**config.mk**
```make
export PLATFORM = sky130hd
export DESIGN_NAME = softmax_out_writer
export DESIGN_NICKNAME = d
export VERILOG_FILES = /design/src/rtl/softmax_out_writer.sv
export SDC_FILE = /design/constraint.sdc
export NUM_CORES = 1
export LEC_CHECK = 0
export CORE_MARGIN = 1
export CORE_UTILIZATION = 45
export CTS_CLUSTER_DIAMETER = 30
export DETAILED_ROUTE_END_ITERATION = 7
export DONT_BUFFER_PORTS = 1
export GPL_TIMING_DRIVEN = 1
export PLACE_DENSITY = 0.68
export SYNTH_ARGS = -nofsm -noshare
export SYNTH_HDL_FRONTEND = slang
export SYNTH_SLANG_ARGS = --single-unit
```
**constraint.sdc**
```tcl
create_clock -name clk -period 2.15 [get_ports clk]
set_input_delay 0.3225 -clock clk [delete_from_list [all_inputs] [get_ports clk]]
set_output_delay 0.3225 -clock clk [all_outputs]
set_load 0.005 [all_outputs]
```
**src/rtl/softmax_out_writer.sv**
```systemverilog
// Packs four lane results per word and writes them to output memory at addresses 0..lim.
// Latency: word accepted at edge K appears on wr_en/wr_addr/wr_data at cycle K+1 if the output stage is free.
// Backpressure: a 2-entry FIFO absorbs wr_ready stalls; in_ready (registered-only) drops when the FIFO is full.
module softmax_out_writer #(
  parameter int DATAWIDTH = 16,
  parameter int NUM       = 4,
  parameter int ADDRSIZE  = 8
) (
  input  logic                     clk,
  input  logic                     reset,
  input  logic                     start,
  input  logic [ADDRSIZE-1:0]      addr_limit,
  input  logic                     in_valid,
  input  logic [DATAWIDTH-1:0]     outp0,
  input  logic [DATAWIDTH-1:0]     outp1,
  input  logic [DATAWIDTH-1:0]     outp2,
  input  logic [DATAWIDTH-1:0]     outp3,
  output logic                     in_ready,
  output logic                     wr_en,
  output logic [ADDRSIZE-1:0]      wr_addr,
  output logic [DATAWIDTH*NUM-1:0] wr_data,
  input  logic                     wr_ready,
  output logic                     busy,
  output logic                     done,
  output logic                     overflow
);

  typedef enum logic [1:0] {IDLE, RUN, FLUSH} state_t;

  state_t                   state_q, state_d;
  logic [ADDRSIZE-1:0]      lim_q;
  logic [ADDRSIZE-1:0]      acc_q;
  logic [ADDRSIZE-1:0]      addr_q;
  logic                     wr_en_q;
  logic [DATAWIDTH*NUM-1:0] data_q;
  logic                     ovf_q;
  logic                     done_q;
  logic [DATAWIDTH*NUM-1:0] fifo_q [2];
  logic                     rd_q;
  logic                     wp_q;
  logic [1:0]               cnt_q;

  logic                     push, pop_wr, stage_free, fifo_pop, fifo_push, bypass;
  logic                     last_acc, last_wr, start_go;
  logic [DATAWIDTH*NUM-1:0] in_word;

  // Handshake and buffer-steering decode shared by FSM and datapath
  always_comb begin
    in_word    = {outp3, outp2, outp1, outp0};
    push       = in_valid && in_ready;
    pop_wr     = wr_en_q && wr_ready;
    stage_free = !wr_en_q || pop_wr;
    fifo_pop   = stage_free && (cnt_q != 2'd0);
    bypass     = stage_free && (cnt_q == 2'd0) && push;
    fifo_push  = push && !bypass;
    last_acc   = push && (acc_q == lim_q);
    last_wr    = pop_wr && (addr_q == lim_q);
    start_go   = (state_q == IDLE) && start;
  end

  // State register
  always_ff @(posedge clk or negedge reset) begin
    if (!reset) state_q <= IDLE;
    else        state_q <= state_d;
  end

  // Next-state: arm on start, drain after the last word is taken, idle after the last write lands
  always_comb begin
    state_d = state_q;
    case (state_q)
      IDLE:    if (start)    state_d = RUN;
      RUN:     if (last_acc) state_d = FLUSH;
      FLUSH:   if (last_wr)  state_d = IDLE;
      default:               state_d = IDLE;
    endcase
  end

  // FSM outputs: depend only on registers, so no input-to-ready combinational path
  always_comb begin
    in_ready = (state_q == RUN) && (cnt_q < 2'd2);
    busy     = (state_q != IDLE);
  end

  // Datapath: counters, 2-entry FIFO, registered write stage, status flags
  always_ff @(posedge clk or negedge reset) begin
    if (!reset) begin
      lim_q     <= '0;
      acc_q     <= '0;
      addr_q    <= '0;
      wr_en_q   <= 1'b0;
      data_q    <= '0;
      ovf_q     <= 1'b0;
      done_q    <= 1'b0;
      fifo_q[0] <= '0;
      fifo_q[1] <= '0;
      rd_q      <= 1'b0;
      wp_q      <= 1'b0;
      cnt_q     <= 2'd0;
    end else if (start_go) begin
      lim_q   <= addr_limit;
      acc_q   <= '0;
      addr_q  <= '0;
      wr_en_q <= 1'b0;
      ovf_q   <= 1'b0;
      done_q  <= 1'b0;
      rd_q    <= 1'b0;
      wp_q    <= 1'b0;
      cnt_q   <= 2'd0;
    end else begin
      done_q <= (state_q == FLUSH) && last_wr;
      // Words offered outside RUN have nowhere to go
      if (in_valid && (state_q != RUN)) ovf_q <= 1'b1;
      if (push && (acc_q != lim_q))     acc_q <= acc_q + 1'b1;
      // Address saturates at lim so it never wraps
      if (pop_wr && (addr_q != lim_q))  addr_q <= addr_q + 1'b1;
      if (stage_free) begin
        wr_en_q <= fifo_pop || bypass;
        if (fifo_pop)    data_q <= fifo_q[rd_q];
        else if (bypass) data_q <= in_word;
      end
      if (fifo_push) begin
        fifo_q[wp_q] <= in_word;
        wp_q         <= ~wp_q;
      end
      if (fifo_pop) rd_q <= ~rd_q;
      cnt_q <= cnt_q + {1'b0, fifo_push} - {1'b0, fifo_pop};
    end
  end

  assign wr_en    = wr_en_q;
  assign wr_addr  = addr_q;
  assign wr_data  = data_q;
  assign done     = done_q;
  assign overflow = ovf_q;

endmodule

```
==> summary.txt <==
Synthesis
  – Leading area contributor after synthesis: dfrtp_1
  – Fraction of registers with async set/reset: 1.00
  – Top cell type's share of synthesized area: 0.559
  – #FFs+latches synth: roughly 230
  – Ys Warns: 0
  – Syn Nets: between 900 and 1,000
  – Mapped cell area: between 10,000 and 15,000 um2
  – Register area share after synthesis: 0.559
  – Post-synth EDFFs: 0
  – Avg Cell Area, Syn: about 11 um2
  – Leading register cell type out of synthesis: dfrtp_1
  – Largest cells by area after synthesis: dfrtp_1 (56%), mux2_1 (7.8%), mux2i_1 (6.6%)
  – Post-Synthesis Cells: roughly 880
  – Synth unique cells: 42

Final layout
  – Most common cell after layout, fill and taps aside: dfrtp_1
  – Share of layout cells above drive strength 1: 0.177
  – FILL cells: 1,769
  – Fin area: roughly 13,000 um2
  – Cell Count, Final, Fillers Out: 1,292
  – Diodes inserted: 0
  – P&R area growth vs syn: 28.3%
  – Post-Route Utilization: 0.590
  – NumNets Final: 1,055
  – Commonest cells after routing, fill and taps aside: dfrtp_1 (223), nand2_1 (165), o21ai_0 (117), dlygate4sd3_1 (74), mux2_1 (70)

Global routing
  – Overflow after GRT: 0
  – Vias in the first global route: about 7,000
  – Largest net degree at the start of global routing: 226
  – Total track usage: 0.193
  – Initial antenna violation count: 0
  – First-pass GRT wire length: 35,200 um

Critical path
  – Crit path kind: flip-flop to flip-flop
  – Required @ worst endpoint: 2540 ps
  – R2R depth: 11
  – Data arrival, critical path: 2410 ps
  – Setup crit start kind: flip-flop
  – Critical Path End Type: flip-flop
  – Critical path peak fanout: 4

Placement
  – Dpl cells: roughly 1,100
  – Area post-placement: 10,500 um2
  – Dpl hpwl: 12,400 um
  – Routability-driven placement congestion ratio: just under 0.8
  – PortBufs: 0

STA
  – Setup Viol. Count Final: 0
  – Hold Fails Final Rpt: 225
  – Fmax: 496 MHz
  – Max-slew violations: 0
  – Period minus WS final: 2020 ps
  – Final hold slack: -497 ps
  – Relative slew slack: 0.542
  – Setup TNS after final layout: 0 ps
  – Worst Tran Pin Value: slightly below 700 ps
  – Setup Skew: 12.2 ps
  – Fin crit share: 0.939

Job
  – Max_cap viols: 0

Floorplanning
  – Chip height: 152 um
  – Die Wd: roughly 150 um
  – I/O Pins: 154
  – Core ar.: 21,900 um2
  – Row Count: 54
  – Initial Util: 0.460
  – Die area: about 23,000 um2

Clocking
  – Num Clock Sinks: 225
  – Bufs on Longest Clock Path: 3
  – CTS buffer count: 48
  – Clk_lat worst skew: 520 ps
  – Clock Tree Root: clkbuf_16
  – Clk slew on worst S/H paths: 40 ps
  – H-tree levels: 2
  – Hold_buf cts: 74
  – CTS tree: done

Worst hold path
  – Hold Path Class: input port to asynchronous set/reset pin

Outcome
  – Failing checks: hold timing
  – Outcome: finished with violations

Route
  – Initial DRC Count: 277
  – WL/cell: 16.8 um
  – Routed Antenna Nets: 0
  – Drt pass-1 iters: 4
  – DR DRC count: 0
  – Vias post-DR: 6,814
  – Vias per inst: 5.27
  – Final WL: 21,700 um

Pwr
  – Power density over cell area: 1690 nW/um2
  – Worst IR Drop VDD: 0.00111 V
  – Leak Pwr: 5.76 nW
## routing by layer
metal / part of all wire / global-route usage / wire length (um) / up-vias
met4: 0.018 / 0.0653 / 389 / 0
met5: 0 / 0 / 0 / -
met2: 0.48 / 0.317 / 10500 / 167
met3: 0.069 / 0.0569 / 1490 / 32
met1: 0.43 / 0.243 / 9320 / 3363
li1: - / - / - / 3252
## stage by stage
| stage | total power [mW] | worst slack [ps] |
|---|---|---|
| final | 21.9 | 132 |
| after global routing | 23.4 | -0.0309 |
| after floorplan | 12.6 | 65.8 |
| after detailed placement | 14.3 | 83.2 |
| after CTS | 22.1 | 63.7 |
| after global placement | 14.0 | 134 |
## layout make-up
type                            count  area (um2)  share of cell area
Multi-Input combinational cell    595        4150               0.321
Tap cell                          280         350              0.0271
Timing Repair Buffer               99        1070              0.0825
Clock buffer                       71        1460               0.113
Clock inverter                     17         241              0.0187
Sequential cell                   225        5640               0.436
Inverter                            5        18.8             0.00145
## power breakdown
| part | total, mW | internal, mW | switching [mW] |
|---|---|---|---|
| registers | 7.86 | 6.38 | 1.48 |
| logic | 6.52 | 3.25 | 3.27 |
| clock network | 7.50 | 5.26 | 2.24 |
## flip-flops by register name, indices dropped and copies added, names as in the netlist
register,flops
state_q,2
wr_en,1
rd_q,1
acc_q,8
wr_data,64
lim_q,8
wp_q,1
fifo_q,128
cnt_q,2
wr_addr,8
overflow,1
done,1
## logic make-up (layout without fill, tap and decap cells)
group | count (synthesis) | count (layout) | synth area share
adder cells (fa/ha/maj) | 4 | 4 | 0.00497
AND/OR/NAND/NOR | 216 | 216 | 0.0927
multiplexers | 194 | 194 | 0.209
XOR/XNOR | 23 | 23 | 0.0200
buffers and inverters | 58 | 192 | 0.0311
flip-flops | 225 | 225 | 0.559
AO/OA/AOI/OAI | 158 | 158 | 0.0830
## Yosys cell counts, types with 5 or more instances
master    count
a21oi_1       8
and2_1        5
buf_2        16
buf_8         6
clkbuf_1     27
dfrtp_1     225
mux2_1       70
mux2_2       58
mux2i_1      66
nand2_1     165
nand4_1       7
nor2_1       17
o21ai_0     117
o21ai_1      17
xnor2_1      14
xor2_1        9
## critical path, stage by stage, from the launching register on
cell,delay (ps)
dfrtp_1,390
nor2b_2,190
nor3_1,60
buf_4,150
nor2_4,160
inv_2,90
ha_1,280
inv_1,40
ha_1,170
xor2_1,170
xnor2_1,150
nor2_1,50
## worst paths after layout
path / start / to / slack [ps]
hold reg to reg: fifo_q[69] / fifo_q[69] / 480
max in group asynchronous: reset / fifo_q[59] / 2350
min in group clk: outp0[0] / wr_data[0] / 20
setup / recovery: wr_en / cnt_q[1] / 130
hold / removal: reset / fifo_q[82] / -500
setup reg to reg: wr_en / cnt_q[1] / 130
## timing repair
action / CTS / global route
buffers inserted: 0 / 2
gates resized for setup: 0 / 2
setup endpoints to repair: 0 / 1
hold endpoints to repair: 364 / 225
Power figures use the tool's default switching activity.
